==> src/rtl/uart_pkg.sv <==
// Shared UART definitions: receiver/transmitter state encoding, data width
// and bit-period counter width, common to uart_tx and uart_rx.
package uart_pkg;

  localparam int unsigned DATA_W = 8;
  localparam int unsigned CNT_W  = 8;
  localparam int unsigned IDX_W  = 3;

  typedef enum logic [2:0] {
    IDLE      = 3'd0,
    START_BIT = 3'd1,
    DATA_BITS = 3'd2,
    STOP_BIT  = 3'd3,
    WAIT_HIGH = 3'd4
  } uart_state_e;

  // Offset from the falling start edge to the middle of a bit period.
  function automatic int unsigned half_bit(input int unsigned cpb);
    return (cpb - 1) / 2;
  endfunction

endpackage

==> src/rtl/uart_rx_fifo.sv <==
// Show-ahead receive buffer: head entry is always visible on data_out,
// a push while full is accepted only if a pop frees a slot in the same cycle.
module uart_rx_fifo
  import uart_pkg::*;
#(
  parameter int unsigned DEPTH = 4
) (
  input  logic              clk,
  input  logic              rst_n,
  input  logic              push,
  input  logic [DATA_W-1:0] push_data,
  input  logic              pop,
  output logic [DATA_W-1:0] data_out,
  output logic              full,
  output logic              empty
);

  localparam int unsigned AW = (DEPTH > 1) ? $clog2(DEPTH) : 1;
  localparam int unsigned CW = $clog2(DEPTH + 1);

  logic [DATA_W-1:0] mem [DEPTH];
  logic [AW-1:0]     wr_ptr;
  logic [AW-1:0]     rd_ptr;
  logic [CW-1:0]     count;
  logic              do_push;
  logic              do_pop;

  // Pointers wrap explicitly so non-power-of-two and depth-1 builds behave.
  function automatic logic [AW-1:0] ptr_next(input logic [AW-1:0] p);
    return (p == AW'(DEPTH - 1)) ? '0 : p + 1'b1;
  endfunction

  assign empty    = (count == '0);
  assign full     = (count == CW'(DEPTH));
  assign do_pop   = pop && !empty;
  assign do_push  = push && (!full || do_pop);
  assign data_out = empty ? '0 : mem[rd_ptr];

  // Storage write; contents need no reset because count gates visibility.
  always_ff @(posedge clk) begin
    if (do_push) begin
      mem[wr_ptr] <= push_data;
    end
  end

  // Pointer and occupancy bookkeeping.
  always_ff @(posedge clk) begin
    if (!rst_n) begin
      wr_ptr <= '0;
      rd_ptr <= '0;
      count  <= '0;
    end else begin
      if (do_push) begin
        wr_ptr <= ptr_next(wr_ptr);
      end
      if (do_pop) begin
        rd_ptr <= ptr_next(rd_ptr);
      end
      case ({do_push, do_pop})
        2'b10:   count <= count + 1'b1;
        2'b01:   count <= count - 1'b1;
        default: count <= count;
      endcase
    end
  end

endmodule

==> src/rtl/uart_rx.sv <==
// UART receiver, 8N1, LSB first, mid-bit sampling.
// Build option UART_RX_FIFO_EN: when defined the receive buffer holds
// FIFO_DEPTH bytes, otherwise it is a single holding register.
module uart_rx
  import uart_pkg::*;
#(
  parameter int unsigned CLKS_PER_BIT = 1,
  parameter int unsigned FIFO_DEPTH   = 4
) (
  input  logic              clk,
  input  logic              rst_n,
  input  logic              en,
  input  logic              in,
  output logic [DATA_W-1:0] out,
  output logic              valid,
  input  logic              rd,
  output logic              busy,
  output logic              frame_err,
  output logic              overrun
);

`ifdef UART_RX_FIFO_EN
  localparam int unsigned BUF_DEPTH = FIFO_DEPTH;
`else
  localparam int unsigned BUF_DEPTH = 1;
`endif

  localparam int unsigned H          = half_bit(CLKS_PER_BIT);
  localparam logic [CNT_W-1:0] LAST_CNT  = CNT_W'(CLKS_PER_BIT - 1);
  localparam logic [CNT_W-1:0] START_CNT = CNT_W'((H > 0) ? H - 1 : 0);

  uart_state_e       state, state_d;
  logic [CNT_W-1:0]  cnt, cnt_d;
  logic [IDX_W-1:0]  bit_idx, bit_idx_d;
  logic [DATA_W-1:0] shreg, shreg_d;
  logic              push;
  logic              frame_err_d;
  logic              overrun_d;
  logic              buf_full;
  logic              buf_empty;

  uart_rx_fifo #(
    .DEPTH (BUF_DEPTH)
  ) u_fifo (
    .clk       (clk),
    .rst_n     (rst_n),
    .push      (push),
    .push_data (shreg),
    .pop       (rd),
    .data_out  (out),
    .full      (buf_full),
    .empty     (buf_empty)
  );

  assign valid = !buf_empty;
  assign busy  = (state != IDLE);

  // A good byte is lost only when the buffer is full and no pop frees a slot.
  assign overrun_d = push && buf_full && !(rd && !buf_empty);

  // Next-state logic: counters restart at each sample point; en low aborts.
  always_comb begin
    state_d     = state;
    cnt_d       = cnt;
    bit_idx_d   = bit_idx;
    shreg_d     = shreg;
    push        = 1'b0;
    frame_err_d = 1'b0;
    if (state != IDLE && !en) begin
      state_d   = IDLE;
      cnt_d     = '0;
      bit_idx_d = '0;
    end else begin
      case (state)
        IDLE: begin
          if (en && !in) begin
            cnt_d     = '0;
            bit_idx_d = '0;
            state_d   = (H == 0) ? DATA_BITS : START_BIT;
          end
        end
        START_BIT: begin
          if (cnt == START_CNT) begin
            cnt_d   = '0;
            state_d = in ? IDLE : DATA_BITS;
          end else begin
            cnt_d = cnt + 1'b1;
          end
        end
        DATA_BITS: begin
          if (cnt == LAST_CNT) begin
            cnt_d     = '0;
            shreg_d   = {in, shreg[DATA_W-1:1]};
            bit_idx_d = bit_idx + 1'b1;
            if (bit_idx == 3'd7) begin
              state_d = STOP_BIT;
            end
          end else begin
            cnt_d = cnt + 1'b1;
          end
        end
        STOP_BIT: begin
          if (cnt == LAST_CNT) begin
            cnt_d = '0;
            if (in) begin
              push    = 1'b1;
              state_d = IDLE;
            end else begin
              frame_err_d = 1'b1;
              state_d     = WAIT_HIGH;
            end
          end else begin
            cnt_d = cnt + 1'b1;
          end
        end
        WAIT_HIGH: begin
          if (in) begin
            state_d = IDLE;
          end
        end
        default: begin
          state_d = IDLE;
          cnt_d   = '0;
        end
      endcase
    end
  end

  // State, counters, shift register and event pulses.
  always_ff @(posedge clk) begin
    if (!rst_n) begin
      state     <= IDLE;
      cnt       <= '0;
      bit_idx   <= '0;
      shreg     <= '0;
      frame_err <= 1'b0;
      overrun   <= 1'b0;
    end else begin
      state     <= state_d;
      cnt       <= cnt_d;
      bit_idx   <= bit_idx_d;
      shreg     <= shreg_d;
      frame_err <= frame_err_d;
      overrun   <= overrun_d;
    end
  end

endmodule

==> config.mk <==
export PLATFORM = sky130hd
export DESIGN_NAME = uart_rx
export DESIGN_NICKNAME = d
export VERILOG_FILES = /design/src/rtl/uart_pkg.sv /design/src/rtl/uart_rx_fifo.sv /design/src/rtl/uart_rx.sv
export SDC_FILE = /design/constraint.sdc
export NUM_CORES = 1
export LEC_CHECK = 0
export BUFFER_PORTS_ARGS = -buffer_cell sky130_fd_sc_hd__buf_2
export CORE_ASPECT_RATIO = 0.8
export CORE_MARGIN = 2
export CORE_UTILIZATION = 55
export DETAILED_ROUTE_END_ITERATION = 12
export PLACE_DENSITY_LB_ADDON = 0.08
export SYNTH_ARGS = -nofsm -noshare
export SYNTH_HDL_FRONTEND = slang
export SYNTH_SLANG_ARGS = --single-unit
==> constraint.sdc <==
create_clock -name clk -period 5.7 [get_ports clk]
set_input_delay 1.14 -clock clk [delete_from_list [all_inputs] [get_ports clk]]
set_output_delay 1.14 -clock clk [all_outputs]
set_load 0.01 [all_outputs]
* Yosys cells after proc, flatten, opt, wreduce, memory -nomap -nowiden
Memory sizes are Yosys's and may differ from the RTL's. Cells that the tools add are included.
Word-level totals: register bits 25, bits in writable memories 8, output and inout port bits 12, logic and storage cells 77, bits of input ports 5, memories kept 1
Cells by class: bitwise operators 5, equality and inequality tests 13, reduce and logical (&&, ||, !) cells 23, add/subtract/negate cells 4, muxes and demuxes 24
Memories:
- u_fifo.mem | words 1, bits a word 8, rd ports 1, clocked after memory_dff 0, wr ports 1, RTL line uart_rx_fifo.sv:21 | logic [DATA_W-1:0] mem [DEPTH];
Operator list (count):
- $mux 3 | 9
- $mux 8 | 3
- $pmux 8 s3 | 1
- $pmux 3 s5 | 1
- $ne 2x2->1 const B | 6
- $add 8x1->8 const B | 1
- $logic_not 8->1 | 1
- $mux 1 | 7
- $eq 3x2->1 const B | 2
- $eq 3x3->1 const B | 2
- $logic_and 1x1->1 | 6
- $pmux 3 s2 | 1
- $reduce_and 3->1 | 2
- $reduce_and 6->1 | 1
- $not 1->1 | 5
- $logic_not 1->1 | 4
- $reduce_bool 2->1 | 2
- $reduce_or 4->1 | 1
- $add 3x1->3 const B | 1
- $eq 3x1->1 const B | 1
- $logic_not 3->1 | 1
- $reduce_bool 3->1 | 1
- $reduce_or 3->1 | 1
- $eq 2x1->1 const B | 1
- other kinds (8) | 8

* Logic depth before layout (Yosys ltp)
depth after elaboration 7, depth in mapped cells 6, mapped depth without buffers 6

* By module
A second synthesis with hierarchy kept.
Second synthesis, totals: cell total of the unflattened synthesis 140, area total of the unflattened synthesis 1492.7 µm²
Modules (own cells, without submodules):
- uart_rx | seq. area each 480.5 µm², cells each 119, area each 1157.4 µm², instances 1
- uart_rx_fifo | seq. area each 260.2 µm², cells each 21, area each 335.3 µm², instances 1

* Worst setup path after synthesis
Ideal clock, no wire load.
path type input-to-reg, start in in, end mem u_fifo.mem[0][0], enable pin, library setup time 0.395 ns, setup slack 2.950 ns, data required time 5.305 ns, arrival time 2.356 ns, buffers on the path 1, stages on the path 3, cell sequence clkbuf_1 -> nand2_1 -> nor4_1
Between the ends: longest elaborated chain between the ends 7
Ends and longest elaborated chain:
- start: declaration | RTL line uart_rx.sv:13 | input logic in,
- $mux 1 | RTL line uart_rx.sv:105 | if (in) begin
- $mux 1 | RTL line uart_rx.sv:103 | if (cnt == LAST_CNT) begin
- $mux 1 | RTL line uart_rx.sv:74 | case (state)
- $mux 1 | RTL line uart_rx.sv:69 | if (state != IDLE && !en) begin
- $logic_and 1x1->1 | RTL line uart_rx_fifo.sv:36 | assign do_push = push && (!full || do_pop);
- named net u_fifo.do_push | RTL line uart_rx_fifo.sv:25 | logic do_push;
- $mux 1 | RTL line uart_rx_fifo.sv:41 | if (do_push) begin
- $mux 1 (not written as such) | RTL line uart_rx_fifo.sv:42 | mem[wr_ptr] <= push_data;
- end: declaration | RTL line uart_rx_fifo.sv:21
The timed path passes the listed nets, and every way through them passes these cells.

* Worst setup path after layout
start reg cnt[0], end mem u_fifo.mem[0][7], enable pin
Between the ends: longest elaborated chain between the ends 7
Ends and longest elaborated chain:
- start: declaration | RTL line uart_rx.sv:33 | logic [CNT_W-1:0] cnt, cnt_d;
- start signal: assignment | RTL line uart_rx.sv:140 | cnt <= cnt_d;
- $logic_not 8->1 | RTL line uart_rx.sv:103
- $mux 1 | RTL line uart_rx.sv:103
- $mux 1 | RTL line uart_rx.sv:74
- $mux 1 | RTL line uart_rx.sv:69
- $logic_and 1x1->1 | RTL line uart_rx_fifo.sv:36
- named net u_fifo.do_push | RTL line uart_rx_fifo.sv:25
- $mux 1 | RTL line uart_rx_fifo.sv:41
- $mux 1 (not written as such) | RTL line uart_rx_fifo.sv:42
The timed path passes the listed nets, and every way through them passes these cells.

==> impl_metrics.prom <==
# TYPE chip_impl_metric gauge
chip_impl_info{name="run_status",value="finished, final reports clean"} 1
chip_impl_metric{name="antenna_cells",unit=""} 0
chip_impl_metric{name="dp_slack",unit="ps"} 2950
chip_impl_metric{name="switching_share",unit="%"} 24.7
chip_impl_metric{name="syn_area",unit="µm²"} 1520
chip_impl_metric{name="drtPass1Iterations",unit=""} 4
chip_impl_metric{name="io_buffers",unit=""} 16
chip_impl_metric{name="fp.dieArea",unit="µm²"} 3200
chip_impl_info{name="startpoint_type_of_the_worst_setup_path",value="flop"} 1
chip_impl_info{name="synth_largest_area_cell",value="dfxtp_1"} 1
chip_impl_info{name="layout_common_cells",value="25 x dfxtp_1, 16 x buf_2, 10 x nor2b_1"} 1
chip_impl_metric{name="p_int",unit="W"} 0.000303
chip_impl_metric{name="global_route.usage.total",unit="%"} 19.7
chip_impl_metric{name="num_vias",unit=""} 1167
chip_impl_metric{name="areaGrowthSynthToFinish",unit="%"} 10.9
chip_impl_metric{name="endpoint_required_time_on_the_critical_path",unit="ps"} 5740
chip_impl_metric{name="vias_per_cell",unit=""} 5.67
chip_impl_metric{name="cp_slowest_stage_delay",unit="ps"} 680
chip_impl_metric{name="finalCritPeriodShare",unit="%"} 44.2
chip_impl_info{name="crit_family",value="simple AND/OR/NAND/NOR gates"} 1
chip_impl_info{name="grt_setup_unrepaired",value="no"} 1
chip_impl_metric{name="final_net_count",unit=""} 176
chip_impl_info{name="tritoncts",value="yes"} 1
chip_impl_metric{name="syn_avg_cell_area",unit="µm²"} 10.3
chip_impl_metric{name="timing.final.setup_violations",unit=""} 0
chip_impl_metric{name="place.gp.congestion",unit=""} 0.873
chip_impl_metric{name="worst_hold_slack",unit="ps"} 441
chip_impl_metric{name="worst-path-buf-inv",unit=""} 2
chip_impl_metric{name="fmax",unit="MHz"} 397
chip_impl_metric{name="static-leakage-power",unit="nW"} 0.614
chip_impl_metric{name="post_synth_edffs",unit=""} 8
chip_impl_metric{name="drive_gt1_share",unit="%"} 17.3
chip_impl_metric{name="core.rowCount",unit=""} 17
chip_impl_metric{name="synthCells",unit=""} 148
chip_impl_metric{name="netlist-cell-type-count",unit=""} 46
chip_impl_metric{name="num_ports",unit=""} 17
chip_impl_metric{name="synth.net_count",unit=""} 157
chip_impl_metric{name="ys_warn_count",unit=""} 0
chip_impl_metric{name="ir_drop",unit="µV"} 181
chip_impl_metric{name="grt_remaining_overflow",unit=""} 0
chip_impl_metric{name="maxSlewHeadroom",unit="%"} 44.1
chip_impl_metric{name="postCtsSetupBuffers",unit=""} 0
chip_impl_metric{name="grt_pass1_vias",unit=""} 1078
chip_impl_metric{name="worst_ep_arrival_time",unit="ps"} 2560
chip_impl_metric{name="detail-route-antenna-nets",unit=""} 0
chip_impl_metric{name="final.setup_skew",unit="ps"} 7.38
chip_impl_metric{name="maximum_number_of_pins_on_one_net_before_global_route_repair",unit=""} 14
chip_impl_info{name="worst_path_slowest_cell",value="nor4b_1"} 1
chip_impl_metric{name="p_sw",unit="W"} 0.0000996
chip_impl_metric{name="pwr-share-clk",unit="%"} 30.0
chip_impl_metric{name="worst-path-max-fanout",unit=""} 8
chip_impl_metric{name="area_share_of_the_largest_cell_type_after_synthesis",unit="%"} 33.0
chip_impl_metric{name="final-hold-violation-count",unit=""} 0
chip_impl_metric{name="drv.max_cap_violation_count",unit=""} 0
chip_impl_info{name="class_of_the_most_critical_setup_path",value="reg2reg"} 1
chip_impl_metric{name="detail_route.iter0.violations",unit=""} 39
chip_impl_metric{name="postLayoutSetupSlackWorst",unit="ps"} 3180
chip_impl_metric{name="insertion_delay",unit="ps"} 330
chip_impl_metric{name="tightestPinTransition",unit="ps"} 827
chip_impl_metric{name="post-route-drc-count",unit=""} 0
chip_impl_info{name="critical_path_sink_type",value="flop"} 1
chip_impl_metric{name="die_height",unit="µm"} 51.0
chip_impl_metric{name="antenna_found_initial",unit=""} 0
chip_impl_metric{name="total_power",unit="W"} 0.000403
chip_impl_metric{name="final_max_slew_viol_count",unit=""} 0
chip_impl_info{name="ys_dominant_reg_cell",value="dfxtp_1"} 1
chip_impl_metric{name="numCtsBuffers",unit=""} 5
chip_impl_metric{name="cellPowerDensity",unit="nW/µm²"} 239
chip_impl_info{name="ordered_list_of_cells_on_the_worst_path",value="inv_1 -> ha_1 -> nor4b_1 -> nand3_1 -> nor4_1 -> buf_4"} 1
chip_impl_metric{name="detail_placement_hpwl",unit="mm"} 1.98
chip_impl_info{name="netlist_top_cells_area",value="dfxtp_1 33%, edfxtp_1 16%, mux2i_1 5.3%, nor2b_1 4.1%, and2_1 3.3%"} 1
chip_impl_metric{name="post_cts.resized_instances",unit=""} 0
chip_impl_metric{name="clock-sinks",unit=""} 33
chip_impl_info{name="min_path_type",value="reg2reg"} 1
chip_impl_metric{name="cts_hold_repair.buffers",unit=""} 0
chip_impl_metric{name="ys_async_sr_fraction",unit="%"} 0
chip_impl_metric{name="time_the_worst_path_needs_with_i_o_delays_and_setup",unit="ps"} 2520
chip_impl_metric{name="ff_latch_count_synth",unit=""} 33
chip_impl_metric{name="core-area",unit="µm²"} 2700
chip_impl_metric{name="grt_first_pass_wirelength",unit="mm"} 4.75
chip_impl_metric{name="final_core_util",unit="%"} 62.3
chip_impl_metric{name="start_util",unit="%"} 56.2
chip_impl_metric{name="cts-htree-levels",unit=""} 2
chip_impl_metric{name="wl_per_cell",unit="µm"} 13.5
chip_impl_info{name="layout_commonest_cell",value="dfxtp_1"} 1
chip_impl_metric{name="route.final.wire_length",unit="mm"} 2.78
chip_impl_metric{name="die_span_x",unit="µm"} 62.7
chip_impl_metric{name="power_frac_seq",unit="%"} 60.9
chip_impl_metric{name="p_comb_share",unit="%"} 9.1
chip_impl_metric{name="cts_max_path_buffers",unit=""} 2
chip_impl_metric{name="yosysSeqAreaShare",unit="%"} 48.8
chip_impl_metric{name="finalSetupTns",unit="ps"} 0
chip_impl_metric{name="clk_transition_reported_paths",unit="ps"} 100
chip_impl_info{name="ctsRootBufferMaster",value="clkbuf_4"} 1
[through the flow]
step | instance area (µm²) | std cells
after detailed placement | 1630 | 198
after floorplan | 1520 | 148
final | 1680 | 206
after CTS | 1680 | 206
after global placement | 1630 | 198
after global routing | 1680 | 206
[registers in the layout, summed over array words and instances (netlist names)]
name	count
frame_err	1
state	3
u_fifo.mem	8
bit_idx	3
shreg	8
cnt	8
u_fifo.full	1
overrun	1
[routing by layer]
layer	vias to the layer above	part of all wire [%]	global-route usage (%)
li1	585	-	-
met1	555	48	24.8
met2	25	47	31.7
met3	2	4.7	7.05
met4	0	0.32	6.67
met5	-	0	0
[synthesized netlist by cell type (4+ instances only)]
cell and count:
mux2i_1 8, xor2_1 4, a21oi_1 7, nor2_1 7, nand3_1 8, nor2b_1 10
edfxtp_1 8, and2_1 8, nor3_1 4, o21ai_0 7, ha_1 4, clkbuf_1 4
dfxtp_1 25
[cells by family (layout without fill, tap and decap cells)]
kind of cell               count (synthesis)  count (layout)  synth area share (%)
muxes                                      8               8                  5.28
buffers and inverters                      8              28                  1.98
adders and majority gates                  4               4                  3.30
AOI/OAI and AO/OA                         27              27                  11.5
DFF                                       33              33                  48.8
and+or+nand+nor                           63              63                  26.3
xor gates and xnor gates                   5               5                  2.89
[path summary, 6_finish.rpt]
kind                            slack [ps]                         end                  start  depth (start not counted)
worst max-delay path                  3180  u_fifo.mem[0][7]$_DFFE_PP_    cnt[0]$_SDFFE_PP0P_                          6
worst max register to register        3180  u_fifo.mem[0][7]$_DFFE_PP_    cnt[0]$_SDFFE_PP0P_                          6
worst min-delay path                   440  u_fifo.mem[0][0]$_DFFE_PP_  shreg[0]$_SDFFE_PN0P_                          0
worst min register to register         440  u_fifo.mem[0][0]$_DFFE_PP_  shreg[0]$_SDFFE_PN0P_                          0
[worst reg2reg max path, delay by kind of cell, from the launching register on]
kind	cells	cell delay [ps]
DFF	1	370
buffers and inverters	2	320
adders and majority gates	1	170
and+or+nand+nor	3	1370
[power by group through the flow]
stage / logic (W) / clock network, W / registers (W)
2_1_floorplan: 0.0000300 / 0 / 0.000248
3_3_place_gp: 0.0000356 / 0 / 0.000250
3_5_place_dp: 0.0000364 / 0 / 0.000251
4_1_cts: 0.0000367 / 0.000123 / 0.000245
5_1_grt: 0.0000408 / 0.000133 / 0.000246
6_report: 0.0000366 / 0.000121 / 0.000246
[cell type report]
class,instances,area (µm²)
Clock buffer,7,45.0
Multi-Input combinational cell,107,747
Timing Repair Buffer,17,87.6
Inverter,3,11.3
Clock inverter,1,3.75
Sequential cell,33,741
Fill cell,242,1020
Tap cell,38,47.5
(Power assumes the default switching activity.)
